## src/rtl/sm_noc_ni.sv

```systemverilog
// Network interface between a schoolMIPS data bus and the mailbox router: TX FIFO,
// polled RX mailbox register, router req/ack FSM. Optional SM_NI_IRQ_EN adds irq/irq_en.
module sm_noc_ni #(
    parameter int MY_ID      = 0,
    parameter int CPU_N      = 4,
    parameter int ID_W       = 2,
    parameter int MSG_SIZE   = 32,
    parameter int FIFO_DEPTH = 4,
    parameter int POLL_DIV   = 16
) (
    input  logic                clk,
    input  logic                rst,
    input  logic                cpu_sel,
    input  logic [1:0]          cpu_addr,
    input  logic                cpu_we,
    input  logic [31:0]         cpu_wd,
    output logic [31:0]         cpu_rd,
    output logic                r_req,
    output logic                r_we,
    output logic [ID_W-1:0]     r_addr,
    output logic [MSG_SIZE-1:0] r_wdata,
    input  logic [MSG_SIZE-1:0] r_rdata,
    input  logic                r_rvalid,
    input  logic                r_ack,
    output logic                irq
);
    localparam int PTR_W  = $clog2(FIFO_DEPTH);
    localparam int CNT_W  = PTR_W + 1;
    localparam int ENT_W  = ID_W + MSG_SIZE;
    localparam int POLL_W = (POLL_DIV > 1) ? $clog2(POLL_DIV) : 1;
    localparam logic [POLL_W-1:0] POLL_MAX = POLL_W'(POLL_DIV - 1);
    localparam logic [ID_W-1:0]   MY_ADDR  = ID_W'(MY_ID % CPU_N);

    typedef enum logic [1:0] {ST_IDLE, ST_TX, ST_RX} state_t;

    state_t              state_q;
    logic [ENT_W-1:0]    mem_q [FIFO_DEPTH];
    logic [PTR_W-1:0]    wr_ptr_q, rd_ptr_q;
    logic [CNT_W-1:0]    count_q, count_d;
    logic [ID_W-1:0]     dest_q;
    logic                rx_valid_q;
    logic [MSG_SIZE-1:0] rx_data_q;
    logic                ovf_q;
    logic [POLL_W-1:0]   poll_q;
    logic                last_rx_q;
    logic                irq_en_w;

    logic             tx_empty, tx_full, push_req, push_ok, pop, rd_rx, stat_wr;
    logic             rx_due, tx_go, rx_go;
    logic [ENT_W-1:0] head_w;
    logic [31:0]      count_ext, status_w;

    assign tx_empty = (count_q == '0);
    assign tx_full  = (count_q == CNT_W'(FIFO_DEPTH));
    assign push_req = cpu_sel && cpu_we && (cpu_addr == 2'd0);
    assign stat_wr  = cpu_sel && cpu_we && (cpu_addr == 2'd3);
    assign rd_rx    = cpu_sel && !cpu_we && (cpu_addr == 2'd2) && rx_valid_q;
    assign pop      = (state_q == ST_TX) && r_ack;
    // A pop in the same cycle frees the slot the push needs.
    assign push_ok  = push_req && (!tx_full || pop);
    assign head_w   = mem_q[rd_ptr_q];

    // RX and TX take turns when both are pending; last_rx_q remembers whose turn it was.
    assign rx_due = !rx_valid_q && (poll_q == POLL_MAX);
    assign tx_go  = !tx_empty && (last_rx_q || !rx_due);
    assign rx_go  = rx_due && (!last_rx_q || tx_empty);

    always_comb begin
        count_d = count_q;
        case ({push_ok, pop})
            2'b10:   count_d = count_q + 1'b1;
            2'b01:   count_d = count_q - 1'b1;
            default: count_d = count_q;
        endcase
    end

    always_ff @(posedge clk) begin
        if (push_ok)
            mem_q[wr_ptr_q] <= {dest_q, cpu_wd[MSG_SIZE-1:0]};
    end

    always_ff @(posedge clk) begin
        if (rst) begin
            state_q    <= ST_IDLE;
            r_req      <= 1'b0;
            r_we       <= 1'b0;
            r_addr     <= '0;
            r_wdata    <= '0;
            wr_ptr_q   <= '0;
            rd_ptr_q   <= '0;
            count_q    <= '0;
            dest_q     <= '0;
            rx_valid_q <= 1'b0;
            rx_data_q  <= '0;
            ovf_q      <= 1'b0;
            poll_q     <= '0;
            last_rx_q  <= 1'b0;
        end else begin
            case (state_q)
                ST_IDLE: begin
                    if (tx_go) begin
                        state_q <= ST_TX;
                        r_req   <= 1'b1;
                        r_we    <= 1'b1;
                        r_addr  <= head_w[ENT_W-1 -: ID_W];
                        r_wdata <= head_w[MSG_SIZE-1:0];
                    end else if (rx_go) begin
                        state_q <= ST_RX;
                        r_req   <= 1'b1;
                        r_we    <= 1'b0;
                        r_addr  <= MY_ADDR;
                    end
                    if (!rx_valid_q && (poll_q != POLL_MAX))
                        poll_q <= poll_q + 1'b1;
                end
                ST_TX: begin
                    if (r_ack) begin
                        state_q   <= ST_IDLE;
                        r_req     <= 1'b0;
                        last_rx_q <= 1'b0;
                    end
                end
                ST_RX: begin
                    if (r_ack) begin
                        state_q   <= ST_IDLE;
                        r_req     <= 1'b0;
                        last_rx_q <= 1'b1;
                        poll_q    <= '0;
                        if (r_rvalid)
                            rx_data_q <= r_rdata;
                    end
                end
                default: begin
                    state_q <= ST_IDLE;
                    r_req   <= 1'b0;
                end
            endcase

            if ((state_q == ST_RX) && r_ack && r_rvalid)
                rx_valid_q <= 1'b1;
            else if (rd_rx)
                rx_valid_q <= 1'b0;

            if (push_ok)
                wr_ptr_q <= wr_ptr_q + 1'b1;
            if (pop)
                rd_ptr_q <= rd_ptr_q + 1'b1;
            count_q <= count_d;

            if (push_req && !push_ok)
                ovf_q <= 1'b1;
            else if (stat_wr && cpu_wd[3])
                ovf_q <= 1'b0;

            if (cpu_sel && cpu_we && (cpu_addr == 2'd1))
                dest_q <= cpu_wd[ID_W-1:0];
        end
    end

`ifdef SM_NI_IRQ_EN
    logic irq_en_q;
    always_ff @(posedge clk) begin
        if (rst)
            irq_en_q <= 1'b0;
        else if (stat_wr)
            irq_en_q <= cpu_wd[8];
    end
    assign irq_en_w = irq_en_q;
    assign irq      = rx_valid_q & irq_en_q;
`else
    assign irq_en_w = 1'b0;
    assign irq      = 1'b0;
`endif

    assign count_ext = 32'(count_q);

    always_comb begin
        status_w      = '0;
        status_w[0]   = tx_empty;
        status_w[1]   = tx_full;
        status_w[2]   = rx_valid_q;
        status_w[3]   = ovf_q;
        status_w[7:4] = count_ext[3:0];
        status_w[8]   = irq_en_w;
    end

    always_comb begin
        cpu_rd = '0;
        if (cpu_sel) begin
            case (cpu_addr)
                2'd1:    cpu_rd[ID_W-1:0]     = dest_q;
                2'd2:    cpu_rd[MSG_SIZE-1:0] = rx_data_q;
                2'd3:    cpu_rd               = status_w;
                default: cpu_rd               = '0;
            endcase
        end
    end
endmodule

```

## config.mk

```make
export PLATFORM = sky130hd
export DESIGN_NAME = sm_noc_ni
export DESIGN_NICKNAME = d
export VERILOG_FILES = /design/src/rtl/sm_noc_ni.sv
export SDC_FILE = /design/constraint.sdc
export NUM_CORES = 1
export LEC_CHECK = 0
export CAP_MARGIN = 20
export CORE_ASPECT_RATIO = 1.25
export CORE_MARGIN = 4
export CORE_UTILIZATION = 40
export DETAILED_ROUTE_END_ITERATION = 10
export PLACE_DENSITY = 0.66
export SYNTH_ARGS = -nofsm -noshare
export SYNTH_HDL_FRONTEND = slang
export SYNTH_SLANG_ARGS = --single-unit
```

## constraint.sdc

```tcl
create_clock -name clk -period 2.55 [get_ports clk]
set_clock_uncertainty 0.15 [all_clocks]
set_input_delay 0.51 -clock clk [delete_from_list [all_inputs] [get_ports clk]]
set_output_delay 0.51 -clock clk [all_outputs]
set_load 0.05 [all_outputs]
```

==> flow_summary.ini <==
[setup_path]
arrival_ns = 1.78
cp_max_fo = 6
cpMaxStageDelayCell = dfxtp_1
critPathLaunchType = flop
path_buf_inv = 4
path_class = flop to output pin
crit_top_cell = buf_4
end_kind = output pin
worstPathCellList = buf_4, nor3_2, buf_4, mux2i_1, o32ai_2, buf_4, buf_12
slowest_delay_ns = 0.31
cp_top_family = buffers and inverters
required_ns = 1.89

[finish]
final_util = 0.556
final_nets = 830
num_antenna_cells = 0
syn_to_final_growth_pct = 35.7
drive_above_1_share = 0.230
final_area_sq_um = 11700
fin_cells = 1039

[drt]
post-route-drc-count = 0
first_pass_iters = 4
wl_per_cell_um = 18.9
initialDrtViolationCount = 354
drtAntennaViolNets = 0
vias_per_cell = 5.23
routed_wl_mm = 19.6
vias = 5439

[sta]
whs_ns = 0.252
rsz0062_at_grt = false
fmax_mhz = 410
report.final.slew_viol_count = 0
fin_crit_sh = 0.957
setup_tns_ns = 0
slew_headroom = 0.630
finalSetupViolCount = 0
worst_pin_slew_ns = 0.555
finalHoldViolations = 0
finalCriticalPeriod_ns = 2.44
setup_slack_ns = 0.109

[floorplanning]
initial_core_util = 0.410
die_area_sq_um = 23900
die_h_um = 172
fp-row-count = 59
core-area_sq_um = 21000
boundaryPins = 141
die_w_um = 139

[grt]
grt_use_total = 0.162
antenna_found_initial = 0
grt_max_degree = 41
grt_pass1_vias = 5825
grt-ovfl-total = 0
grt_pass1_wl_mm = 31.2

[synthesis]
yosys.area_share.simple = 0.0863
synth_area_leaders = edfxtp_1 (48%), dfxtp_1 (20%), mux4_2 (8.9%)
async_reset_ff_frac = 0
yosys.cell_count.top_type = edfxtp_1
synth_cell_types = 52
synth_common_cells = edfxtp_1 (136), dfxtp_1 (88), nand2_1 (71)
synthFlopType = edfxtp_1
synth_xor_area_frac = 0.00408
synth_fp_nets = 664
synth_top_family_by_area = multiplexers
yosys.area_share.adder = 0.0154
syn-mean-instance-area_sq_um = 14.8
synthMuxAreaShare = 0.102
synth_top_area_frac = 0.475
ys_ff_latch = 224
yosysTopAreaCell = edfxtp_1
synth_area_sq_um = 8590
synth_compound_area_frac = 0.0834
synth_edf_count = 136
syn_inst = 582
seq_area_frac_synth = 0.680
ys_warn_count = 0

[placed_design]
hpwl_mm = 12.6
io_buffers = 139
dp_worst_setup_slack_ns = -0.211
placed_cells = 992
dpl_cell_area_sq_um = 10800
place.gp.congestion = 0.824

[clock_tree]
numClockSinks = 224
htree_levels = 1
cts_tree = built
clockBufferDepth = 3
clk_pin_slew_worst_paths_ns = 0.06
worstSkewPairLatency_ns = 0.49
clockRootBuffer = clkbuf_16
cts_made_buffers = 23
ctsHoldBuffers = 0

[pwr]
power_density_nw_per_um2 = 687
p_leak_nw = 4.01
ir_drop_mv = 0.437
power.total_mw = 8.02

[hold_path]
min_path_type = primary input to flop

[outcome]
run_status = completed

[job]
cap_violations = 0
[metal layers]
layer / track usage / vias to the layer above / routed length (um)
met1: 0.195 / 2692 / 7680
met5: 0 / - / 0
met3: 0.0429 / 34 / 1450
met2: 0.289 / 199 / 10100
met4: 0.0443 / 0 / 434
li1: - / 2514 / -
[logic make-up (layout without fill, tap and decap cells)]
| kind of cell | after synthesis | count (layout) |
|---|---|---|
| flip-flops | 224 | 224 |
| AND/OR/NAND/NOR | 148 | 148 |
| AO/OA/AOI/OAI | 98 | 98 |
| buffers and inverters | 52 | 235 |
| multiplexers | 45 | 45 |
| adder cells (fa/ha/maj) | 10 | 10 |
| XOR/XNOR | 4 | 4 |
| other | 1 | 1 |
[power breakdown]
group | total, mW | internal [mW] | switching [mW] | leakage, nW
clock | 3.04 | 1.76 | 1.28 | 0.337
combinational | 0.972 | 0.430 | 0.542 | 1.74
sequential | 4.00 | 3.93 | 0.0699 | 1.94
total | 8.02 | 6.12 | 1.90 | 4.01
[worst paths after layout]
path / from / endpoint / slack (ns) / depth (start not counted)
worst max register to register: state_q[1] / count_q[2] / 0.17 / 11
worst min register to register: rx_data_q[31] / rx_data_q[31] / 0.31 / 2
worst max-delay path: count_q[0] / cpu_rd[0] / 0.11 / 7
worst min-delay path: rst / flop / 0.25 / 2
[area by class of cell]
cell class | count | area, sq um
Tap cell | 274 | 343
Sequential cell | 224 | 5850
Fill cell | 1674 | 9300
Clock inverter | 7 | 35.0
Multi-Input combinational cell | 306 | 2580
Inverter | 17 | 63.8
Timing Repair Buffer | 176 | 2140
Clock buffer | 35 | 651
[layout by cell type (no fill, tap or decap), types with 3 or more instances in the layout]
cell type        synthesis  final
o32ai_1                  4      3
clkinv_2                 0      3
clkbuf_8                 0      3
xor2_1                   4      4
inv_1                   16     16
nand4b_1                 4      4
ha_1                     9      9
clkdlybuf4s50_1          0    103
clkbuf_1                16      9
mux2i_1                  9      9
and2_4                   0     24
dlymetal6s2s_1           0      3
clkinv_1                 0      3
and2_2                   0      4
a311oi_1                 3      3
clkbuf_16                0     25
nand3_1                  5      5
edfxtp_1               136    136
buf_4                    2     23
o21ai_0                  5      5
nor2_1                  18     18
buf_6                    3      4
dfxtp_1                 88     85
a21oi_1                 40     40
buf_12                   0     40
dfxtp_2                  0      3
mux4_2                  34     34
a22o_1                  33     33
nand2_1                 71     71
[sequential cells by signal (all words and copies together), names as in the netlist, 2 cells and up, named ones only]
signal     flops
r_wdata       32
poll_q         4
dest_q         2
state_q        2
wr_ptr_q       2
rx_data_q     32
rd_ptr_q       2
mem_q        136
r_addr         2
count_q        3
[repair_timing]
item	in CTS	in global routing
buffers inserted	2	0
cloned	0	3
setup endpoints to repair	25	27
gates resized for setup	5	28
pin swaps	0	1
Note: power is estimated with default switching activity, not from simulation.
